===== config.mk =====
export PLATFORM = sky130hd
export DESIGN_NAME = retire_commit_queue
export DESIGN_NICKNAME = d
export VERILOG_FILES = /design/src/rtl/retire_commit_queue.sv
export SDC_FILE = /design/constraint.sdc
export NUM_CORES = 1
export LEC_CHECK = 0
export ABC_AREA = 1
export BUFFER_PORTS_ARGS = -buffer_cell sky130_fd_sc_hd__buf_2
export CAP_MARGIN = 10
export CORE_UTILIZATION = 30
export CTS_CLUSTER_SIZE = 12
export DETAILED_ROUTE_END_ITERATION = 10
export GPL_ROUTABILITY_DRIVEN = 0
export PLACE_DENSITY = 0.53
export SYNTH_ARGS = -nofsm -noshare
export SYNTH_HDL_FRONTEND = slang
export SYNTH_SLANG_ARGS = --single-unit

===== constraint.sdc =====
create_clock -name clk -period 5.2 [get_ports clk]
set_clock_uncertainty 0.1 [all_clocks]
set_input_delay 1.04 -clock clk [delete_from_list [all_inputs] [get_ports clk]]
set_output_delay 1.04 -clock clk [all_outputs]
set_load 0.03 [all_outputs]

===== src/rtl/retire_commit_queue.sv =====
`default_nettype none
// ============================================================================
// Module   : retire_commit_queue
// Brief    : In-order buffer between the ROB retire ports and the PRF/free list.
//            Accepts up to two packets per cycle and drains one per cycle.
//            Optional macro COMMIT_STATS_EN adds stall_cnt and fl_wait_cnt.
// Revision : 1.0  initial release
// ============================================================================
module retire_commit_queue #(
  parameter int DEPTH  = 8,
  parameter int PREG_W = 6,
  parameter int DATA_W = 32
) (
  input  logic                     clk,
  input  logic                     rst,
  input  logic                     ret0_valid,
  input  logic [PREG_W-1:0]        ret0_rd,
  input  logic [DATA_W-1:0]        ret0_data,
  input  logic [PREG_W-1:0]        ret0_old_rd,
  input  logic                     ret1_valid,
  input  logic [PREG_W-1:0]        ret1_rd,
  input  logic [DATA_W-1:0]        ret1_data,
  input  logic [PREG_W-1:0]        ret1_old_rd,
  output logic                     ret_ready,
  output logic                     rf_we,
  output logic [PREG_W-1:0]        rf_waddr,
  output logic [DATA_W-1:0]        rf_wdata,
  output logic                     fl_valid,
  output logic [PREG_W-1:0]        fl_preg,
  input  logic                     fl_ready,
`ifdef COMMIT_STATS_EN
  output logic [31:0]              stall_cnt,
  output logic [31:0]              fl_wait_cnt,
`endif
  output logic [31:0]              commit_cnt,
  output logic [$clog2(DEPTH):0]   q_count
);

  localparam int AW = $clog2(DEPTH);
  localparam logic [AW:0] READY_MAX = (AW+1)'(DEPTH - 2);

  logic [PREG_W-1:0] rd_mem   [DEPTH];
  logic [DATA_W-1:0] data_mem [DEPTH];
  logic [PREG_W-1:0] old_mem  [DEPTH];

  logic [AW-1:0] head;
  logic [AW-1:0] tail;
  logic [AW:0]   count;

  logic          enq0;
  logic          enq1;
  logic [1:0]    enq_n;
  logic [AW-1:0] slot1;
  logic          not_empty;
  logic          need_rf;
  logic          need_fl;
  logic          drain;

  // Readiness looks only at the registered count; a same-cycle drain is never credited.
  assign ret_ready = (count <= READY_MAX);
  assign enq0      = ret_ready & ret0_valid;
  assign enq1      = ret_ready & ret1_valid;
  assign enq_n     = {1'b0, enq0} + {1'b0, enq1};
  assign slot1     = tail + AW'(enq0);

  assign not_empty = (count != '0);
  assign need_rf   = (rd_mem[head] != '0);
  assign need_fl   = (old_mem[head] != '0);
  assign drain     = not_empty & (~need_fl | fl_ready);

  assign fl_valid  = not_empty & need_fl;
  assign fl_preg   = old_mem[head];
  assign rf_we     = drain & need_rf;
  assign rf_waddr  = rd_mem[head];
  assign rf_wdata  = data_mem[head];
  assign q_count   = count;

  always_ff @(posedge clk) begin
    if (enq0) begin
      rd_mem[tail]   <= ret0_rd;
      data_mem[tail] <= ret0_data;
      old_mem[tail]  <= ret0_old_rd;
    end
    if (enq1) begin
      rd_mem[slot1]   <= ret1_rd;
      data_mem[slot1] <= ret1_data;
      old_mem[slot1]  <= ret1_old_rd;
    end
  end

  always_ff @(posedge clk or posedge rst) begin
    if (rst) begin
      head       <= '0;
      tail       <= '0;
      count      <= '0;
      commit_cnt <= '0;
    end else begin
      tail  <= tail + AW'(enq_n);
      count <= count + (AW+1)'(enq_n) - (AW+1)'(drain);
      if (drain) begin
        head       <= head + 1'b1;
        commit_cnt <= commit_cnt + 32'd1;
      end
    end
  end

`ifdef COMMIT_STATS_EN
  always_ff @(posedge clk or posedge rst) begin
    if (rst) begin
      stall_cnt   <= '0;
      fl_wait_cnt <= '0;
    end else begin
      if ((ret0_valid | ret1_valid) & ~ret_ready)
        stall_cnt <= stall_cnt + 32'd1;
      if (fl_valid & ~fl_ready)
        fl_wait_cnt <= fl_wait_cnt + 32'd1;
    end
  end
`endif

endmodule
`default_nettype wire


# --- Word-level counts from Yosys, hierarchy flattened ---
# Memories as Yosys holds them, arrays and structs flattened.
# Index checks and enable logic that the tools add are counted.
classes:
  n_reduce_logical: 3
  add_sub_neg: 7
  n_mux: 4
  bitwise_logic: 7
  order_cmp: 1
ops:
  columns: ["cell", "n"]
  rows:
  - ["adder 32 x 1 -> 32 bit, second input constant", 1]
  - ["nonzero test 6 bit", 2]
  - ["bitwise AND 1 bit", 5]
  - ["adder 4 x 2 -> 4 bit", 1]
  - ["<= comparator 4 x 3 -> 1 bit, second input constant", 1]
  - ["two-way mux 1 bit", 4]
  - ["nonzero test 4 bit", 1]
  - ["subtractor 4 x 1 -> 4 bit", 1]
  - ["adder 3 x 1 -> 3 bit", 1]
  - ["adder 3 x 1 -> 3 bit, second input constant", 1]
  - ["adder 3 x 2 -> 3 bit", 1]
  - ["adder 1 x 1 -> 2 bit", 1]
  - ["inverter 1 bit", 1]
  - ["bitwise OR 1 bit", 1]
totals:
  out_inout_bits: 83
  input_bits: 93
  ramBits: 352
  ff_bits: 42
  memories: 3
  elab_cells: 29
memory_table:
  columns: ["memory", "words", "word_bits", "rd", "rd_ports_with_merged_regs", "write_ports", "line_no", "source"]
  rows:
  - ["data_mem", 8, 32, 1, 0, 2, "43", "logic [DATA_W-1:0] data_mem [DEPTH];"]
  - ["old_mem", 8, 6, 1, 0, 2, "44", "logic [PREG_W-1:0] old_mem [DEPTH];"]
  - ["rd_mem", 8, 6, 1, 0, 2, "42", "logic [PREG_W-1:0] rd_mem [DEPTH];"]

# --- Logic depth before layout (Yosys ltp) ---
# An unclocked memory read counts as a cell.
depth:
  word_depth: 6
  mapped_depth: 21
  depth_no_buf: 18

# --- Worst setup path before layout ---
# No wires, ideal clock.
synth_path:
  path_type: "register to register"
  from: "reg count[3], in the netlist q_count[3]"
  to: "mem data_mem[0][0], enable pin"
  path_buffers: 1
  path_stages_with_launch: 10
  setup_ns: 0.506
  setup_slack_ns: -0.264
  arrival_ns: 4.858
  synth_period_minus_slack_ns: 5.464
  t_required_ns: 4.594
  path_cell_list: "dfrtp_1 > inv_1 > ha_1 > nand2_1 > inv_1 > o21ai_2 > and2_1 > clkbuf_1 > nand3_1 > o21ai_0"
synth_lines:
  columns: ["element", "line_no", "source"]
  rows:
  - ["start: declaration", "48", "logic [AW:0] count;"]
  - ["start signal: assignment", "99", "count <= count + (AW+1)'(enq_n) - (AW+1)'(drain);"]
  - ["end: declaration", "43", null]

# --- Final worst setup path ---
layout_path:
  from: "reg head[1]"
  to: "out rf_we"
layout_between:
  elab_chain_cells: 6
  word_cells_on_any_way: 8
  cone_classes: "4 x bitwise; 2 x reduce/logical; 2 x memory"
layout_rtl:
  columns: ["element", "line_no", "source"]
  rows:
  - ["start: declaration", "46", "logic [AW-1:0] head;"]
  - ["start signal: assignment", "101", "head <= head + 1'b1;"]
  - ["memory (8 x 6 bit)", null, null]
  - ["nonzero test 6 bit", "68", "assign need_fl = (old_mem[head] != '0);"]
  - ["inverter 1 bit", "69", "assign drain = not_empty & (~need_fl | fl_ready);"]
  - ["bitwise OR 1 bit", "69", null]
  - ["bitwise AND 1 bit", "69", null]
  - ["bitwise AND 1 bit *", "73", "assign rf_we = drain & need_rf;"]
  - ["end: declaration", "25", "output logic rf_we,"]
# Every way passes the cells marked *; elsewhere a longest branch is shown, timed or not.

==> impl_metrics.py <==
metrics = {
    "setup_path": {
        "cp.arrival_ns": 3.64,
        "rrSetupSlack_ns": 1.22,
        "cp_slowest_cell": "dfrtp_4",
        "required_ns": 4.06,
        "startpoint": "head[1]",
        "path_cells": "buf_4, nor2_1, o21ai_1, nand2_1, nand2_1, nand2_2, nor2_2, nand2_2, nand2_4, nand2_2, nor2_1, buf_2",
        "reg2reg_from": "q_count[3]",
        "start_kind": "flip-flop",
        "critPathKind": "flip-flop to output pin",
        "crit_fanout": 52,
        "crit_path_max_incr_delay_ns": 0.82,
        "endpoint_kind": "output pin",
        "crit_top_cell": "nand2_2",
        "path_delay_family": "simple AND/OR/NAND/NOR gates",
        "cp_num_buf_inv": 2,
    },
    "routing": {
        "ant_nets": 0,
        "drtIter0Drc": 1343,
        "drc_errors": 0,
        "vias_per_cell": 5.01,
        "drtPass1Iterations": 8,
        "vias": 16500,
        "wirelength_mm": 61.6,
        "wl_per_cell_microns": 18.7,
    },
    "sta": {
        "rsz0062_at_grt": "no",
        "finalWorstSetupSlack_ns": 0.420,
        "slew_viol_final": 0,
        "fmax_mhz": 209,
        "slew_headroom_pct": 28.8,
        "hold_viol": 0,
        "setup_viol": 0,
        "tightest_slew_ns": 1.06,
        "period_minus_slack_ns": 4.78,
        "min_period_over_period_pct": 91.9,
    },
    "clocking": {
        "cts_num_sinks": 394,
        "cts_max_path_buffers": 3,
        "root_buffer": "clkbuf_16",
        "cts.htree.levels": 2,
        "cts_tree": "yes",
        "clock_latency_ns": 0.60,
        "numCtsBuffers": 46,
        "path_clk_slew_ns": 0.06,
    },
    "power_and_ir_drop": {
        "power_frac_seq_pct": 35.1,
        "combPwrFrac_pct": 41.1,
        "p_clk_share_pct": 23.9,
        "p_leak_nw": 9.56,
        "power.internal_mw": 7.60,
        "switching_power_mw": 5.76,
        "p_sw_share_pct": 43.1,
        "vdd_drop_max_mv": 0.296,
        "powerDensity_nw_per_um2": 570,
    },
    "finish": {
        "layout.nets": 2495,
        "n_fill_cell": 6945,
        "drive_above_1_share_pct": 13.2,
        "area_growth_pct": 14.8,
        "fin_cells": 3300,
    },
    "die": {
        "std_cell_rows": 95,
        "die_h_microns": 263,
        "die-area_sq_um": 69100,
        "start_util_pct": 30.3,
        "ios": 176,
        "die_w_microns": 263,
        "core_sq_um": 67300,
    },
    "synth": {
        "ys_ff_latch": 394,
        "synth_top_area_share_pct": 51.8,
        "yosysMostFrequentCell": "nand2_1",
        "synth_top_cells_by_count": "556 x nand2_1, 501 x o21ai_0, 352 x edfxtp_1",
        "ys_async_sr_fraction_pct": 10.7,
        "yosysSeqAreaShare_pct": 56.9,
        "synth_cell_types": 38,
        "synth_edf_count": 352,
        "synth_area_leaders": "edfxtp_1 52%, o21ai_0 12%, nand2_1 10%, nor2_1 5.4%, dfrtp_1 5.2%",
        "ys_warn_count": 0,
        "synth_cells": 2322,
        "synth_ff_type": "edfxtp_1",
        "syn_nets": 2430,
        "syn_avg_cell_area_sq_um": 8.79,
        "syn-cell-area_sq_um": 20400,
        "synth_largest_area_cell": "edfxtp_1",
    },
    "job": {
        "max_cap_viol_count": 0,
    },
    "status": {
        "status": "complete, no violations",
    },
    "hold_path": {
        "hp-start": "commit_cnt[31]",
        "min_path_type": "flip-flop to flip-flop",
    },
    "placed_design": {
        "io_buffer_count": 175,
        "place_ws_ns": 0.924,
        "dp.cells": 3211,
        "dp.final_hpwl_mm": 36.7,
    },
    "global_route": {
        "grt_max_degree": 95,
        "grt_first_pass_wirelength_mm": 94.9,
        "grt-ovfl-total": 0,
        "track_usage_pct": 17.6,
        "antenna_found_initial": 8,
        "grt_pass1_vias": 15800,
    },
}
## power by group through the flow
stage | sequential, mW | clock [mW] | combinational (mW)
floorplan | 4.73 | 0 | 3.70
global placement | 4.73 | 0 | 5.47
detailed placement | 4.75 | 0 | 5.53
CTS | 4.68 | 3.27 | 5.55
global route | 4.75 | 3.39 | 6.05
finish | 4.68 | 3.19 | 5.48
## cells by family after synthesis
| group | Yosys count | synth area share (%) |
|---|---|---|
| DFF | 394 | 56.9 |
| AOI/OAI and AO/OA | 601 | 15.3 |
| buffers and inverters | 334 | 6.96 |
| and+or+nand+nor | 958 | 18.9 |
| adders and majority gates | 15 | 0.993 |
| xor gates and xnor gates | 20 | 0.895 |
## worst paths after layout
path	to	depth (start not counted)
max in group asynchronous	head[0]	2
hold / removal	commit_cnt[31]	2
setup reg to reg	rd_mem[5][1]	13
setup / recovery	rf_we	12
hold reg to reg	commit_cnt[31]	2
min in group asynchronous	commit_cnt[6]	2
## cells in the final DEF (no fill, tap or decap), drive strengths merged
cell	n
o22ai	42
xor2	13
o221ai	2
clkbuf	56
a21oi	2
inv	139
and2	1
edfxtp	352
fa	2
clkinv	24
xnor2	7
buf	212
nand2	560
dfrtp	42
diode	3
o21ai	522
nand4	11
nor2	295
nand3b	1
bufinv	3
a31oi	32
o211ai	1
nor3	14
nor4	3
clkinvlp	2
nand3	73
ha	13
## tightest hold or removal path, cell delays in order, from the launching register on
cell and delay (ns):
dfrtp_1 0.36, nand2_1 0.06, nand2_1 0.05
## layout make-up
type                    count  area (sq um)  area share, %
clock inverters            29           265           1.13
clock buffers              56          1210           5.16
diodes                      3          7.51         0.0320
repair buffers            212          1180           5.03
inverters                 139           531           2.26
well taps                 873          1090           4.66
flip-flops and latches    394         11600           49.6
multi-input cells        1594          7520           32.1
## layer usage
metal  track usage (%)  wire [microns]  up-vias  part of all wire [%]
met5                 0              50        -                 0.081
met4              3.73            1080        8                   1.8
met3              3.15            3620       88                   5.9
met2              29.6           29300      526                    48
met1              23.5           27500     7896                    45
li1                  -               -     8002                     -
## registers in the layout, indices dropped and copies added (netlist names)
signal,count
commit_cnt,32
data_mem,256
rd_mem,48
tail,3
q_count,4
old_mem,48
head,3
## per-stage QoR
step	hold WS [ns]	TNS, ns	utilization, %	total power [mW]	instance area [sq um]
3_3_place_gp	0.378	0	32.6	10.2	21900
6_report	0.395	0	34.8	13.4	23400
3_5_place_dp	0.386	0	32.6	10.3	21900
5_1_grt	0.419	0	34.8	14.2	23400
2_1_floorplan	0.448	-92.98	-	8.44	20400
4_1_cts	0.401	0	34.8	13.5	23400
## timing repair
action / CTS / global route
gates resized for setup: 0 / 1
endpoints found under the setup margin: 0 / 1
hold buffers: 0 / 0
setup buffers: 0 / 0
Power figures use the tool's default switching activity.
